<file path="config.mk">
export PLATFORM = sky130hd
export DESIGN_NAME = fpdivide_iter
export DESIGN_NICKNAME = d
export VERILOG_FILES = /design/src/rtl/fpdivide_iter.sv
export SDC_FILE = /design/constraint.sdc
export NUM_CORES = 1
export LEC_CHECK = 0
export BUFFER_PORTS_ARGS = -buffer_cell sky130_fd_sc_hd__buf_2
export CAP_MARGIN = 20
export CELL_PAD_IN_SITES_DETAIL_PLACEMENT = 2
export CELL_PAD_IN_SITES_GLOBAL_PLACEMENT = 2
export CORE_MARGIN = 1.5
export CORE_UTILIZATION = 41
export DETAILED_ROUTE_END_ITERATION = 12
export PLACE_DENSITY = 0.87
export SYNTH_ARGS = -nofsm -noshare
export SYNTH_HDL_FRONTEND = slang
export SYNTH_SLANG_ARGS = --single-unit
</file>
<file path="constraint.sdc">
create_clock -name clk -period 11.95 [get_ports clk]
set_input_delay 0.5975 -clock clk [delete_from_list [all_inputs] [get_ports clk]]
set_output_delay 0.5975 -clock clk [all_outputs]
set_load 0.02 [all_outputs]
</file>
<file path="src/rtl/fpdivide_iter.sv">
// fpdivide_iter: multi-cycle floating-point divider (out = reg_A / reg_B).
//
// The mantissa quotient comes from a radix-2 restoring divider that produces
// one bit per cycle. Rounding is round-to-nearest-even. Subnormal inputs are
// flushed to signed zero, and no subnormal result is ever produced. Latency
// is constant: the special cases still run the full DIVIDE count, and their
// result replaces the arithmetic one in ROUND.
//
// Handshake: an operand pair transfers on a rising edge where
// in_valid && in_ready. in_ready is high only in IDLE. A result transfers on a
// rising edge where out_valid && out_ready. out and div_by_zero are held
// stable while out_valid is high and out_ready is low.
//
// Ports:
//   clk          clock, rising edge
//   reset        asynchronous, active-high reset
//   in_valid     operands present on reg_A / reg_B
//   in_ready     divider can accept operands (IDLE only)
//   reg_A        dividend, W = 1+EXP_W+MAN_W bits
//   reg_B        divisor,  W bits
//   out_valid    result present on out
//   out_ready    consumer accepts result
//   out          quotient, W bits
//   div_by_zero  finite nonzero / zero; qualified by out_valid
module fpdivide_iter #(
    parameter int EXP_W = 8,
    parameter int MAN_W = 23,
    localparam int W = 1 + EXP_W + MAN_W
) (
    input  logic         clk,
    input  logic         reset,
    input  logic         in_valid,
    output logic         in_ready,
    input  logic [W-1:0] reg_A,
    input  logic [W-1:0] reg_B,
    output logic         out_valid,
    input  logic         out_ready,
    output logic [W-1:0] out,
    output logic         div_by_zero
);

    localparam int BIAS = (1 << (EXP_W - 1)) - 1;
    localparam int EW   = EXP_W + 2;          // signed working exponent width
    localparam int QW   = MAN_W + 3;          // quotient bits: 1.frac + guard + 1
    localparam int CW   = $clog2(QW);
    localparam logic [CW-1:0]        LAST_BIT = CW'(QW - 1);
    localparam logic signed [EW-1:0] E_MAX    = EW'((1 << EXP_W) - 1);
    localparam logic signed [EW-1:0] E_ONE    = EW'(1);
    localparam logic signed [EW-1:0] E_BIAS   = EW'(BIAS);
    localparam logic [EXP_W-1:0]     EXP_ONES = '1;
    localparam logic [W-1:0]         QNAN     = {1'b0, EXP_ONES, 1'b1, {(MAN_W-1){1'b0}}};

    typedef enum logic [2:0] {IDLE, UNPACK, DIVIDE, ROUND, DONE} state_t;
    state_t state, state_next;

    logic [W-1:0]           op_a, op_b;
    logic                   sign_r;
    logic signed [EW-1:0]   exp_r;
    logic [MAN_W+1:0]       rem_r;            // partial remainder, < 2*divisor
    logic [MAN_W:0]         dvs_r;            // 1.mB
    logic [QW-1:0]          quo_r;
    logic [CW-1:0]          cnt_r;
    logic                   nan_r, inf_r, dbz_r, zero_r;

    // Operand field split and classification
    logic [EXP_W-1:0] ea, eb;
    logic [MAN_W-1:0] fa, fb;
    logic a_max, b_max, a_zero, b_zero, a_inf, b_inf, a_nan, b_nan;

    always_comb begin
        ea     = op_a[W-2:MAN_W];
        eb     = op_b[W-2:MAN_W];
        fa     = op_a[MAN_W-1:0];
        fb     = op_b[MAN_W-1:0];
        a_max  = (ea == EXP_ONES);
        b_max  = (eb == EXP_ONES);
        a_zero = (ea == '0);                  // includes flushed subnormals
        b_zero = (eb == '0);
        a_inf  = a_max && (fa == '0);
        b_inf  = b_max && (fb == '0);
        a_nan  = a_max && (fa != '0);
        b_nan  = b_max && (fb != '0);
    end

    // One restoring step
    logic [MAN_W+1:0] dvs_ext, diff;
    logic             ge;

    always_comb begin
        dvs_ext = {1'b0, dvs_r};
        ge      = (rem_r >= dvs_ext);
        diff    = ge ? (rem_r - dvs_ext) : rem_r;
    end

    // Normalise, round, range-check and apply special-case overrides
    logic                 norm, guard, sticky, rup, carry;
    logic [MAN_W-1:0]     frac_pre;
    logic [MAN_W:0]       frac_sum;
    logic signed [EW-1:0] e_norm, e_fin;
    logic [W-1:0]         inf_word, result;
    logic                 res_dbz;

    always_comb begin
        norm     = quo_r[QW-1];               // 0 when mantissa ratio < 1
        frac_pre = norm ? quo_r[QW-2:2] : quo_r[QW-3:1];
        guard    = norm ? quo_r[1] : quo_r[0];
        sticky   = (norm & quo_r[0]) | (|rem_r);
        rup      = guard & (sticky | frac_pre[0]);
        frac_sum = {1'b0, frac_pre} + {{MAN_W{1'b0}}, rup};
        // Fraction overflow means the mantissa became 10.000..0, so the
        // fraction field is already zero and only the exponent moves.
        carry    = frac_sum[MAN_W];
        e_norm   = norm ? exp_r : (exp_r - E_ONE);
        e_fin    = e_norm + {{(EW-1){1'b0}}, carry};
        inf_word = {sign_r, EXP_ONES, {MAN_W{1'b0}}};
        res_dbz  = 1'b0;
        if (nan_r) begin
            result = QNAN;
        end else if (inf_r) begin
            result = inf_word;
        end else if (dbz_r) begin
            result  = inf_word;
            res_dbz = 1'b1;
        end else if (zero_r) begin
            result = {sign_r, {(W-1){1'b0}}};
        end else if (e_fin >= E_MAX) begin
            result = inf_word;
        end else if (e_fin < E_ONE) begin
            result = {sign_r, {(W-1){1'b0}}};
        end else begin
            result = {sign_r, e_fin[EXP_W-1:0], frac_sum[MAN_W-1:0]};
        end
    end

    // FSM
    always_ff @(posedge clk or posedge reset) begin
        if (reset) state <= IDLE;
        else       state <= state_next;
    end

    always_comb begin
        state_next = state;
        case (state)
            IDLE:    if (in_valid) state_next = UNPACK;
            UNPACK:  state_next = DIVIDE;
            DIVIDE:  if (cnt_r == LAST_BIT) state_next = ROUND;
            ROUND:   state_next = DONE;
            DONE:    if (out_ready) state_next = IDLE;
            default: state_next = IDLE;
        endcase
    end

    assign in_ready  = (state == IDLE);
    assign out_valid = (state == DONE);

    // Datapath
    always_ff @(posedge clk or posedge reset) begin
        if (reset) begin
            op_a        <= '0;
            op_b        <= '0;
            sign_r      <= 1'b0;
            exp_r       <= '0;
            rem_r       <= '0;
            dvs_r       <= '0;
            quo_r       <= '0;
            cnt_r       <= '0;
            nan_r       <= 1'b0;
            inf_r       <= 1'b0;
            dbz_r       <= 1'b0;
            zero_r      <= 1'b0;
            out         <= '0;
            div_by_zero <= 1'b0;
        end else begin
            case (state)
                IDLE: begin
                    if (in_valid) begin
                        op_a <= reg_A;
                        op_b <= reg_B;
                    end
                end
                UNPACK: begin
                    sign_r <= op_a[W-1] ^ op_b[W-1];
                    exp_r  <= $signed({2'b00, ea}) - $signed({2'b00, eb}) + E_BIAS;
                    rem_r  <= {1'b0, 1'b1, fa};
                    dvs_r  <= {1'b1, fb};
                    quo_r  <= '0;
                    cnt_r  <= '0;
                    nan_r  <= a_nan | b_nan | (a_zero & b_zero) | (a_inf & b_inf);
                    inf_r  <= a_inf;
                    dbz_r  <= b_zero & ~a_zero & ~a_max;
                    zero_r <= a_zero | b_inf;
                end
                DIVIDE: begin
                    rem_r <= diff << 1;
                    quo_r <= {quo_r[QW-2:0], ge};
                    cnt_r <= cnt_r + 1'b1;
                end
                ROUND: begin
                    out         <= result;
                    div_by_zero <= res_dbz;
                end
                default: ;
            endcase
        end
    end

endmodule

</file>
==> results.txt <==
WP data required: 12260 ps
Max Freq: 167 MHz
number of max-cap violations: 0
core area: 27000 um^2
CTS Hold Buffers Added: 0
Post-Place Cells: 1588
ant diodes: 0
clock power share: 0.150
cell accounting for the most synthesized area: dfrtp_1
Yosys top cell area share: 0.433
combinational power share: 0.544
clk_lat worst skew: 460 ps
Post-Layout Cell Count: 1622
Placer Congestion: 0.838
CTS Buffer Depth: 2
initial antenna violation count: 0
Crit Path Max Fanout: 54
number of synthesized flops with an enable pin: 0
switch share: 0.487
Setup CP Type: reg2reg
worst vdd ir: 0.118 mV
Die H: 169 um
Worst Setup End Kind: register
TritonCTS clock tree: done
Worst Skew: 16.4 ps
buffers added on ports: 102
total clock buffers created by CTS: 17
sequential share of power: 0.307
FF+latch count, synth: 195
clock slew at reported path FFs: 80 ps
Starting DRT DRC Count: 608
# nets final: 1377
post-CTS sizing: 0
Slew @ Worst Pin: 1120 ps
Unique masters post-synth: 71
GRT overflow: 0
Worst Reg-to-Reg Cells: 14
TritonRoute pass-1 iters: 5
sequential area share after synthesis: 0.433
Worst R2R Setup Slack: 5970 ps
die area: 28500 um^2
syn avg cell area: 9.36 um^2
CP startpoint kind: register
Final min period: 5980 ps
first-pass GRT wire length: 58.9 mm
Syn Inst Count: 1205
status: complete, no violations
synth top area cells: dfrtp_1 43%, mux2_2 5.9%, nand2_1 5.7%, ha_1 4.3%, o21ai_0 4.1%
hold crit path type: in2async
Post-Syn Area: 11300 um^2
Int Power: 2.05 mW
pre-CTS setup slack: 5970 ps
layout cell share with drive strength beyond 1: 0.187
DR WL/cell: 22.5 um
Die Width: 169 um
initial core utilization: 0.419
Synth Warn #: 0
largest net degree at the start of global routing: 131
CP arrival: 6290 ps
Psw: 1.95 mW
RSZ-0062 raised after global routing: no
Hold Fails Final Rpt: 0
dpl hpwl: 24.2 mm
Synth Flop Type: dfrtp_1
Slew Limit Fails: 0
Post-synth top cells: 195 x dfrtp_1, 172 x nand2_1, 93 x o21ai_0
PD cells: 318 nW/um^2
Tot GR Track Use: 0.266
H-tree levels: 4
PnR Total Power: 4.00 mW
asr flop ratio synth: 1.00
Post-CTS Setup Bufs: 0
Leak: 5.53 nW
WL final: 36.5 mm
vias in the first global route: 10600
critical register-to-register path endpoint: out[20]
DR DRC count: 0
I/O pins: 103
count leader, synth: dfrtp_1
Rel. slew slack: 0.252
clock sink total: 195
clk root buf: clkbuf_16
Sum Neg Setup Slack: 0 ps
area grow syn2layout: 11.7%
vias: 9554
fin worst setup slack: 5970 ps
# setup viols final: 0
ANT nets after route: 0
Final Cycle Share: 0.501
syn nets: 1314
final core area utilization: 0.467
Vias/cell: 5.89
Critical R2R Launch: quo_r[25]
FP Rows: 60
## stage by stage
stage / area (um^2) / hold WS [ps]
2_1_floorplan: 11300 / 418
3_3_place_gp: 12000 / 438
3_5_place_dp: 12000 / 447
4_1_cts: 12600 / 339
5_1_grt: 12600 / 360
6_report: 12600 / 332
## metal layers
layer,vias to the layer above,GRT usage,wire length (um)
li1,4388,-,-
met1,4915,0.326,15600
met2,186,0.475,18800
met3,65,0.0344,1020
met4,0,0.102,1100
met5,-,0,0
## cells by family after synthesis
kind of cell,count (synthesis),share of synthesized area
AO/OA/AOI/OAI,282,0.157
multiplexers,93,0.0891
adder cells (fa/ha/maj),41,0.0468
buffers and inverters,120,0.0448
XOR/XNOR,70,0.0544
flip-flops,195,0.433
AND/OR/NAND/NOR,404,0.175
## how the worst max path moves through the flow
stage / from / endpoint / slack, ps
global placement: quo_r[25] / out[20] / 6340
CTS: quo_r[25] / out[20] / 5830
detailed placement: quo_r[25] / out[20] / 5970
floorplan: reset / cnt_r[0] / 6040
global route: quo_r[25] / out[20] / 5270
finish: quo_r[25] / out[20] / 5970
## critical path: stages (launching register included)
cell and delay [ps]:
dfrtp_2 1070, mux2i_1 310, a211oi_1 550, o2111ai_1 260
or3b_2 600, nor3_1 260, ha_1 260, ha_1 310
or4bb_1 500, o21ai_0 110, a221oi_1 170, nor4_1 390
a31oi_1 200, nand4_2 630, o21ai_0 200
## cells in the final DEF, fill, tap and decap left out, types with 9 or more instances in the layout
cell,count
a22o_1,19
nor2b_1,9
o21ai_2,20
clkbuf_16,17
dfrtp_1,194
nand4_1,15
nand2_1,172
inv_1,53
o211ai_1,9
nor4_1,25
o21ai_0,93
a31oi_1,11
nand2b_1,14
a21oi_1,68
mux2i_1,34
and3_1,20
mux2_2,59
xnor2_1,41
buf_2,102
a21o_1,9
nor2_1,59
o31ai_1,9
nor3_1,17
nand3_1,32
xor2_1,29
ha_1,39
## power by group through the flow
stage          Combinational [mW]  Sequential (mW)  Clock [mW]
6_report                     2.18             1.23       0.598
3_5_place_dp                 2.06             1.22           0
5_1_grt                      2.38             1.26       0.628
3_3_place_gp                 1.93             1.19           0
4_1_cts                      2.17             1.23       0.609
2_1_floorplan                1.58             1.11           0
## flip-flops by register name, summed over array words and instances, names as in the netlist
register / cells
op_a: 32
op_b: 32
out: 32
quo_r: 26
rem_r: 25
dvs_r: 24
exp_r: 10
cnt_r: 5
state: 3
dbz_r: 1
div_by_zero: 1
inf_r: 1
nan_r: 1
sign_r: 1
zero_r: 1
## cell type report
type,count,area (um^2)
timing repair buffer,110,576
inverter,54,210
multi-input combinational,890,5910
clock buffer,18,439
fill,2879,14400
clock inverter,14,155
sequential,195,4880
tap,341,427
Note: power is estimated with default switching activity, not from simulation.
